$ cat src/rtl/neur_update_ctrl.sv
// Neuron SRAM read-modify-write sequencer: arbitrates SPI writes, synaptic events
// and time-reference leak sweeps onto a single-port memory as 2-cycle RD/WR pairs.
module neur_update_ctrl #(
  parameter int N = 256,
  parameter int M = 8
) (
  input  logic         CLK,
  input  logic         RSTN_syncn,
  input  logic         SPI_GATE_ACTIVITY_sync,
  input  logic         SPI_REQ,
  input  logic [M-1:0] SPI_ADDR,
  output logic         SPI_ACK,
  input  logic         EVT_REQ,
  input  logic [M-1:0] EVT_ADDR,
  output logic         EVT_ACK,
  input  logic         TREF_REQ,
  output logic         TREF_ACK,
  output logic         CTRL_NEURMEM_CS,
  output logic         CTRL_NEURMEM_WE,
  output logic [M-1:0] CTRL_NEURMEM_ADDR,
  output logic         CTRL_NEUR_EVENT,
  output logic         CTRL_NEUR_TREF,
  output logic         BUSY
);

  typedef enum logic [1:0] {IDLE, RD, WR} state_t;
  typedef enum logic [1:0] {SRC_SPI, SRC_EVT, SRC_SWEEP} src_t;

  localparam logic [M-1:0] LAST = M'(N - 1);

  state_t       state;
  src_t         src;
  logic [M-1:0] target;
  logic [M-1:0] sweep_cnt;
  logic         sweep_act;

  logic         in_wr;
  logic         sweep_wr;
  logic         sweep_done;
  logic         spi_ok;
  logic         evt_ok;
  logic         new_tref;
  logic         sweep_cont;
  logic [M-1:0] sweep_cnt_next;

  logic         grant;
  src_t         grant_src;
  logic [M-1:0] grant_addr;

  // The source acked in the current WR is masked so its stale REQ level is never re-served.
  assign in_wr          = (state == WR);
  assign sweep_wr       = in_wr && (src == SRC_SWEEP);
  assign sweep_done     = sweep_wr && (sweep_cnt == LAST);
  assign spi_ok         = SPI_REQ && !(in_wr && (src == SRC_SPI));
  assign evt_ok         = EVT_REQ && !(in_wr && (src == SRC_EVT));
  assign new_tref       = TREF_REQ && !sweep_act && !sweep_wr;
  assign sweep_cont     = sweep_act && !sweep_done;
  assign sweep_cnt_next = sweep_wr ? sweep_cnt + 1'b1 : sweep_cnt;

  always_comb begin
    grant      = 1'b0;
    grant_src  = SRC_SPI;
    grant_addr = '0;
    if (SPI_GATE_ACTIVITY_sync) begin
      if (spi_ok) begin
        grant      = 1'b1;
        grant_src  = SRC_SPI;
        grant_addr = SPI_ADDR;
      end
    end else if (evt_ok) begin
      grant      = 1'b1;
      grant_src  = SRC_EVT;
      grant_addr = EVT_ADDR;
    end else if (sweep_cont || new_tref) begin
      grant      = 1'b1;
      grant_src  = SRC_SWEEP;
      grant_addr = new_tref ? '0 : sweep_cnt_next;
    end
  end

  always_ff @(posedge CLK or negedge RSTN_syncn) begin
    if (!RSTN_syncn) begin
      state             <= IDLE;
      src               <= SRC_SPI;
      target            <= '0;
      sweep_cnt         <= '0;
      sweep_act         <= 1'b0;
      CTRL_NEURMEM_CS   <= 1'b0;
      CTRL_NEURMEM_WE   <= 1'b0;
      CTRL_NEURMEM_ADDR <= '0;
      CTRL_NEUR_EVENT   <= 1'b0;
      CTRL_NEUR_TREF    <= 1'b0;
      SPI_ACK           <= 1'b0;
      EVT_ACK           <= 1'b0;
      TREF_ACK          <= 1'b0;
    end else begin
      if (sweep_wr) begin
        sweep_cnt <= sweep_cnt_next;
        if (sweep_done) sweep_act <= 1'b0;
      end
      case (state)
        IDLE, WR: begin
          CTRL_NEUR_EVENT <= 1'b0;
          CTRL_NEUR_TREF  <= 1'b0;
          SPI_ACK         <= 1'b0;
          EVT_ACK         <= 1'b0;
          TREF_ACK        <= 1'b0;
          CTRL_NEURMEM_WE <= 1'b0;
          if (grant) begin
            state             <= RD;
            src               <= grant_src;
            target            <= grant_addr;
            CTRL_NEURMEM_CS   <= 1'b1;
            CTRL_NEURMEM_ADDR <= grant_addr;
            // A fresh sweep starts on the same edge as its first neuron grant.
            if ((grant_src == SRC_SWEEP) && new_tref) begin
              sweep_act <= 1'b1;
              sweep_cnt <= '0;
            end
          end else begin
            state             <= IDLE;
            CTRL_NEURMEM_CS   <= 1'b0;
            CTRL_NEURMEM_ADDR <= '0;
          end
        end
        RD: begin
          state           <= WR;
          CTRL_NEURMEM_WE <= 1'b1;
          CTRL_NEUR_EVENT <= (src == SRC_EVT);
          CTRL_NEUR_TREF  <= (src == SRC_SWEEP);
          SPI_ACK         <= (src == SRC_SPI);
          EVT_ACK         <= (src == SRC_EVT);
          TREF_ACK        <= (src == SRC_SWEEP) && (target == LAST);
        end
        default: state <= IDLE;
      endcase
    end
  end

  assign BUSY = (state != IDLE) || sweep_act;

endmodule

$ cat config.mk
export PLATFORM = sky130hd
export DESIGN_NAME = neur_update_ctrl
export DESIGN_NICKNAME = d
export VERILOG_FILES = /design/src/rtl/neur_update_ctrl.sv
export SDC_FILE = /design/constraint.sdc
export NUM_CORES = 1
export LEC_CHECK = 0
export ABC_AREA = 0
export BUFFER_PORTS_ARGS = -buffer_cell sky130_fd_sc_hd__buf_2
export CORE_AREA = 4 4 73 55
export CTS_CLUSTER_SIZE = 14
export DETAILED_ROUTE_END_ITERATION = 10
export DIE_AREA = 0 0 77 59
export HOLD_SLACK_MARGIN = 0.03
export PLACE_DENSITY = 0.87
export RECOVER_POWER = 25
export SETUP_SLACK_MARGIN = 0.5
export SYNTH_ARGS = -nofsm -noshare
export SYNTH_HDL_FRONTEND = slang
export SYNTH_SLANG_ARGS = --single-unit
$ cat constraint.sdc
create_clock -name CLK -period 2.5 [get_ports CLK]
set_input_delay 0.25 -clock CLK [delete_from_list [all_inputs] [get_ports CLK]]
set_output_delay 0.25 -clock CLK [all_outputs]
set_load 0.01 [all_outputs]
==> results.py <==
metrics = {
    "worst_setup_path": {
        "crit_arrival_ns": 2.20,
        "start_kind": "flop",
        "worstPathMaxFanout": 4,
        "path_class": "flop to flop",
        "required_ns": 2.67,
        "end_kind": "flop",
    },
    "logic_synthesis": {
        "syn_area_mm2": 0.00168,
        "synth.area.top_cells": "dfrtp_1 (52%), o21ai_0 (5.6%), a22oi_1 (3.1%), nand2_1 (3.1%), nor2_1 (3.1%)",
        "synth_nets": 182,
        "synthCells": 159,
        "synth.largest_area_cell": "dfrtp_1",
        "netlist-cell-type-count": 40,
        "yosysSeqAreaShare": 0.520,
        "synth-seq-cells": 35,
        "synthArstFlopShare": 1.00,
        "synth_ff_type": "dfrtp_1",
        "yosys_warnings": 0,
        "synth_area_per_cell_um2": 10.6,
        "yosysTopAreaCellShare": 0.520,
        "synth-edff-count": 0,
    },
    "detailed_routing": {
        "wl_per_cell_um": 16.6,
        "drtAntennaViolNets": 0,
        "drc": 0,
        "first_iter_violations": 72,
        "vias": 1383,
        "wl_um": 4090,
        "avgViaCountPerCell": 5.62,
        "dr.pass1.iters": 4,
    },
    "cts": {
        "cts_buffers": 5,
        "cts.sinks": 35,
        "insertion_delay_ns": 0.30,
        "cts_htree_levels": 2,
        "clkTransAtPathRegs_ns": 0.08,
        "cts_tree": "yes",
        "cts_root_buffer": "clkbuf_8",
        "cts_buffer_depth": 2,
        "cts-hold-fix-buffers": 0,
    },
    "power_and_ir_drop": {
        "comb_power_share": 0.364,
        "p_seq_frac": 0.421,
        "leakagePower_nw": 0.989,
        "vdd.ir_drop.worst_mv": 0.626,
        "fin_total_pwr_mw": 2.39,
        "power.internal_mw": 1.50,
        "power.switching_uw": 891,
        "powerDensity_mw_per_mm2": 1130,
        "pwr-share-clk": 0.215,
        "sw_frac_of_total": 0.373,
    },
    "layout": {
        "fin_nets": 228,
        "area_growth_pct": 25.6,
        "final_area_mm2": 0.00211,
        "antennaDiodeCount": 0,
        "drive_above_1_share": 0.350,
        "final_util": 0.630,
    },
    "timing": {
        "rsz0062_at_grt": "true",
        "final.setup_skew_ns": 0.0104,
        "tns_ns": 0,
        "hold_viol": 0,
        "final_max_slew_viol_count": 36,
        "slew_headroom": -0.192,
        "fmax_ghz": 0.494,
        "min_period_over_period": 0.809,
        "worst_pin_slew_ns": 1.79,
        "period_needed_ns": 2.02,
        "setup_viol": 0,
    },
    "worst_hold_path": {
        "hold_class": "input pin to flop",
    },
    "placement": {
        "place_hpwl_um": 2740,
        "routabilityCongestion": 0.842,
        "place.port_buffers": 37,
        "dpl-instance-area_mm2": 0.00191,
    },
    "grt": {
        "gr-total-overflow": 0,
        "antenna_found_initial": 0,
        "grt_pass1_wl_um": 6620,
        "grt_max_degree": 36,
        "grt_pass1_vias": 1427,
        "grt_use_total": 0.193,
    },
    "die": {
        "core_mm2": 0.00336,
        "initial_core_util": 0.502,
        "ios": 38,
        "die_width_um": 77,
        "fp.dieH_um": 59,
        "rows": 18,
        "die-area_mm2": 0.00454,
    },
    "flow_run": {
        "cap_viol_max_count": 1,
    },
    "run_status": {
        "outcome": "complete, but fails checks",
        "violations": "capacitance limit, slew limit",
    },
}
==> cell usage in the layout, fill, tap and decap left out, types with 5 or more instances in the layout <==
cell type / n
nand2_1: 14
o21ai_1: 5
clkbuf_8: 5
buf_4: 7
xor2_1: 5
o21a_1: 5
o21ai_0: 14
nand4_1: 6
buf_2: 36
dfrtp_1: 33
nor2_1: 14
a22oi_1: 7
==> kinds of logic (layout without fill, tap and decap cells) <==
family,after synthesis,after routing,synth area share
AO/OA/AOI/OAI,49,49,0.192
adder cells (fa/ha/maj),1,1,0.00743
multiplexers,4,4,0.0327
buffers and inverters,11,58,0.0334
AND/OR/NAND/NOR,52,52,0.178
XOR/XNOR,7,7,0.0364
flip-flops,35,35,0.520
==> metal layers <==
layer  share of wire  wire length, um  GRT usage
met2            0.44             1800      0.288
met3           0.089              364     0.0578
met4           0.028              113      0.104
met5               0                0          0
met1            0.44             1810      0.258
==> power groups by stage <==
stage,clock (mW),combinational (mW),sequential (mW)
final,0.513,0.870,1.01
after global routing,0.545,0.970,1.04
after CTS,0.522,0.835,0.989
after detailed placement,0,0.766,1.01
after global placement,0,0.746,0.995
after floorplan,0,0.503,1.01
==> final cells by class <==
class	instances	area (um^2)
sequential	35	878
timing repair buffer	46	259
inverter	4	20.0
tap	40	50.0
clock inverter	3	43.8
clock buffer	5	68.8
multi-input combinational	113	795
fill	283	1240
==> path summary, 6_finish.rpt <==
| path | from | endpoint | slack, ns | cells past startpoint |
|---|---|---|---|---|
| max in group asynchronous | RSTN_syncn | src[1] | 0.92 | 1 |
| min in group asynchronous | RSTN_syncn | CTRL_NEURMEM_ADDR[5] | 0.43 | 1 |
| hold / removal | SPI_ADDR[2] | CTRL_NEURMEM_ADDR[2] | 0.31 | 3 |
| setup / recovery | src[0] | target[2] | 0.48 | 5 |
| setup reg to reg | src[0] | target[2] | 0.48 | 5 |
| hold reg to reg | CTRL_NEURMEM_WE | CTRL_NEURMEM_WE | 0.48 | 1 |
==> critical path, stage by stage (launching register included) <==
cell	delay (ns)
dfrtp_2	0.41
nand4bb_4	0.25
or4_4	0.58
and3_4	0.21
a222oi_1	0.32
o21ai_1	0.13
==> metrics by stage <==
step	cells	setup slack [ns]	hold slack (ns)
after global routing	246	0.416	0.332
after detailed placement	233	0.251	0.365
after floorplan	159	0.456	-0.0456
after CTS	246	0.485	0.0402
after global placement	233	0.309	0.357
final	246	0.477	0.310
==> synthesized netlist by cell type (2+ instances only) <==
cell type / n
a22oi_1: 7
inv_1: 3
xnor2_1: 2
dfrtp_1: 35
nand4_1: 6
a22o_1: 4
a21o_1: 4
a21oi_1: 5
o21a_1: 5
clkbuf_1: 4
nor2_1: 14
and3_1: 4
nand2_1: 14
mux2_4: 3
xor2_1: 5
o31ai_1: 2
o21ai_0: 19
==> registers in the layout, summed over array words and instances, names as in the netlist <==
signal / count
CTRL_NEURMEM_ADDR: 8
sweep_cnt: 8
target: 8
src: 2
state: 2
CTRL_NEURMEM_CS: 1
CTRL_NEURMEM_WE: 1
CTRL_NEUR_EVENT: 1
CTRL_NEUR_TREF: 1
SPI_ACK: 1
TREF_ACK: 1
sweep_act: 1
==> what timing repair did <==
action	4_1_cts	5_1_grt
buffers inserted	5	0
resized for setup	7	12
endpoints found under the setup margin	17	17
pin swaps	4	7
Power figures use the tool's default switching activity.
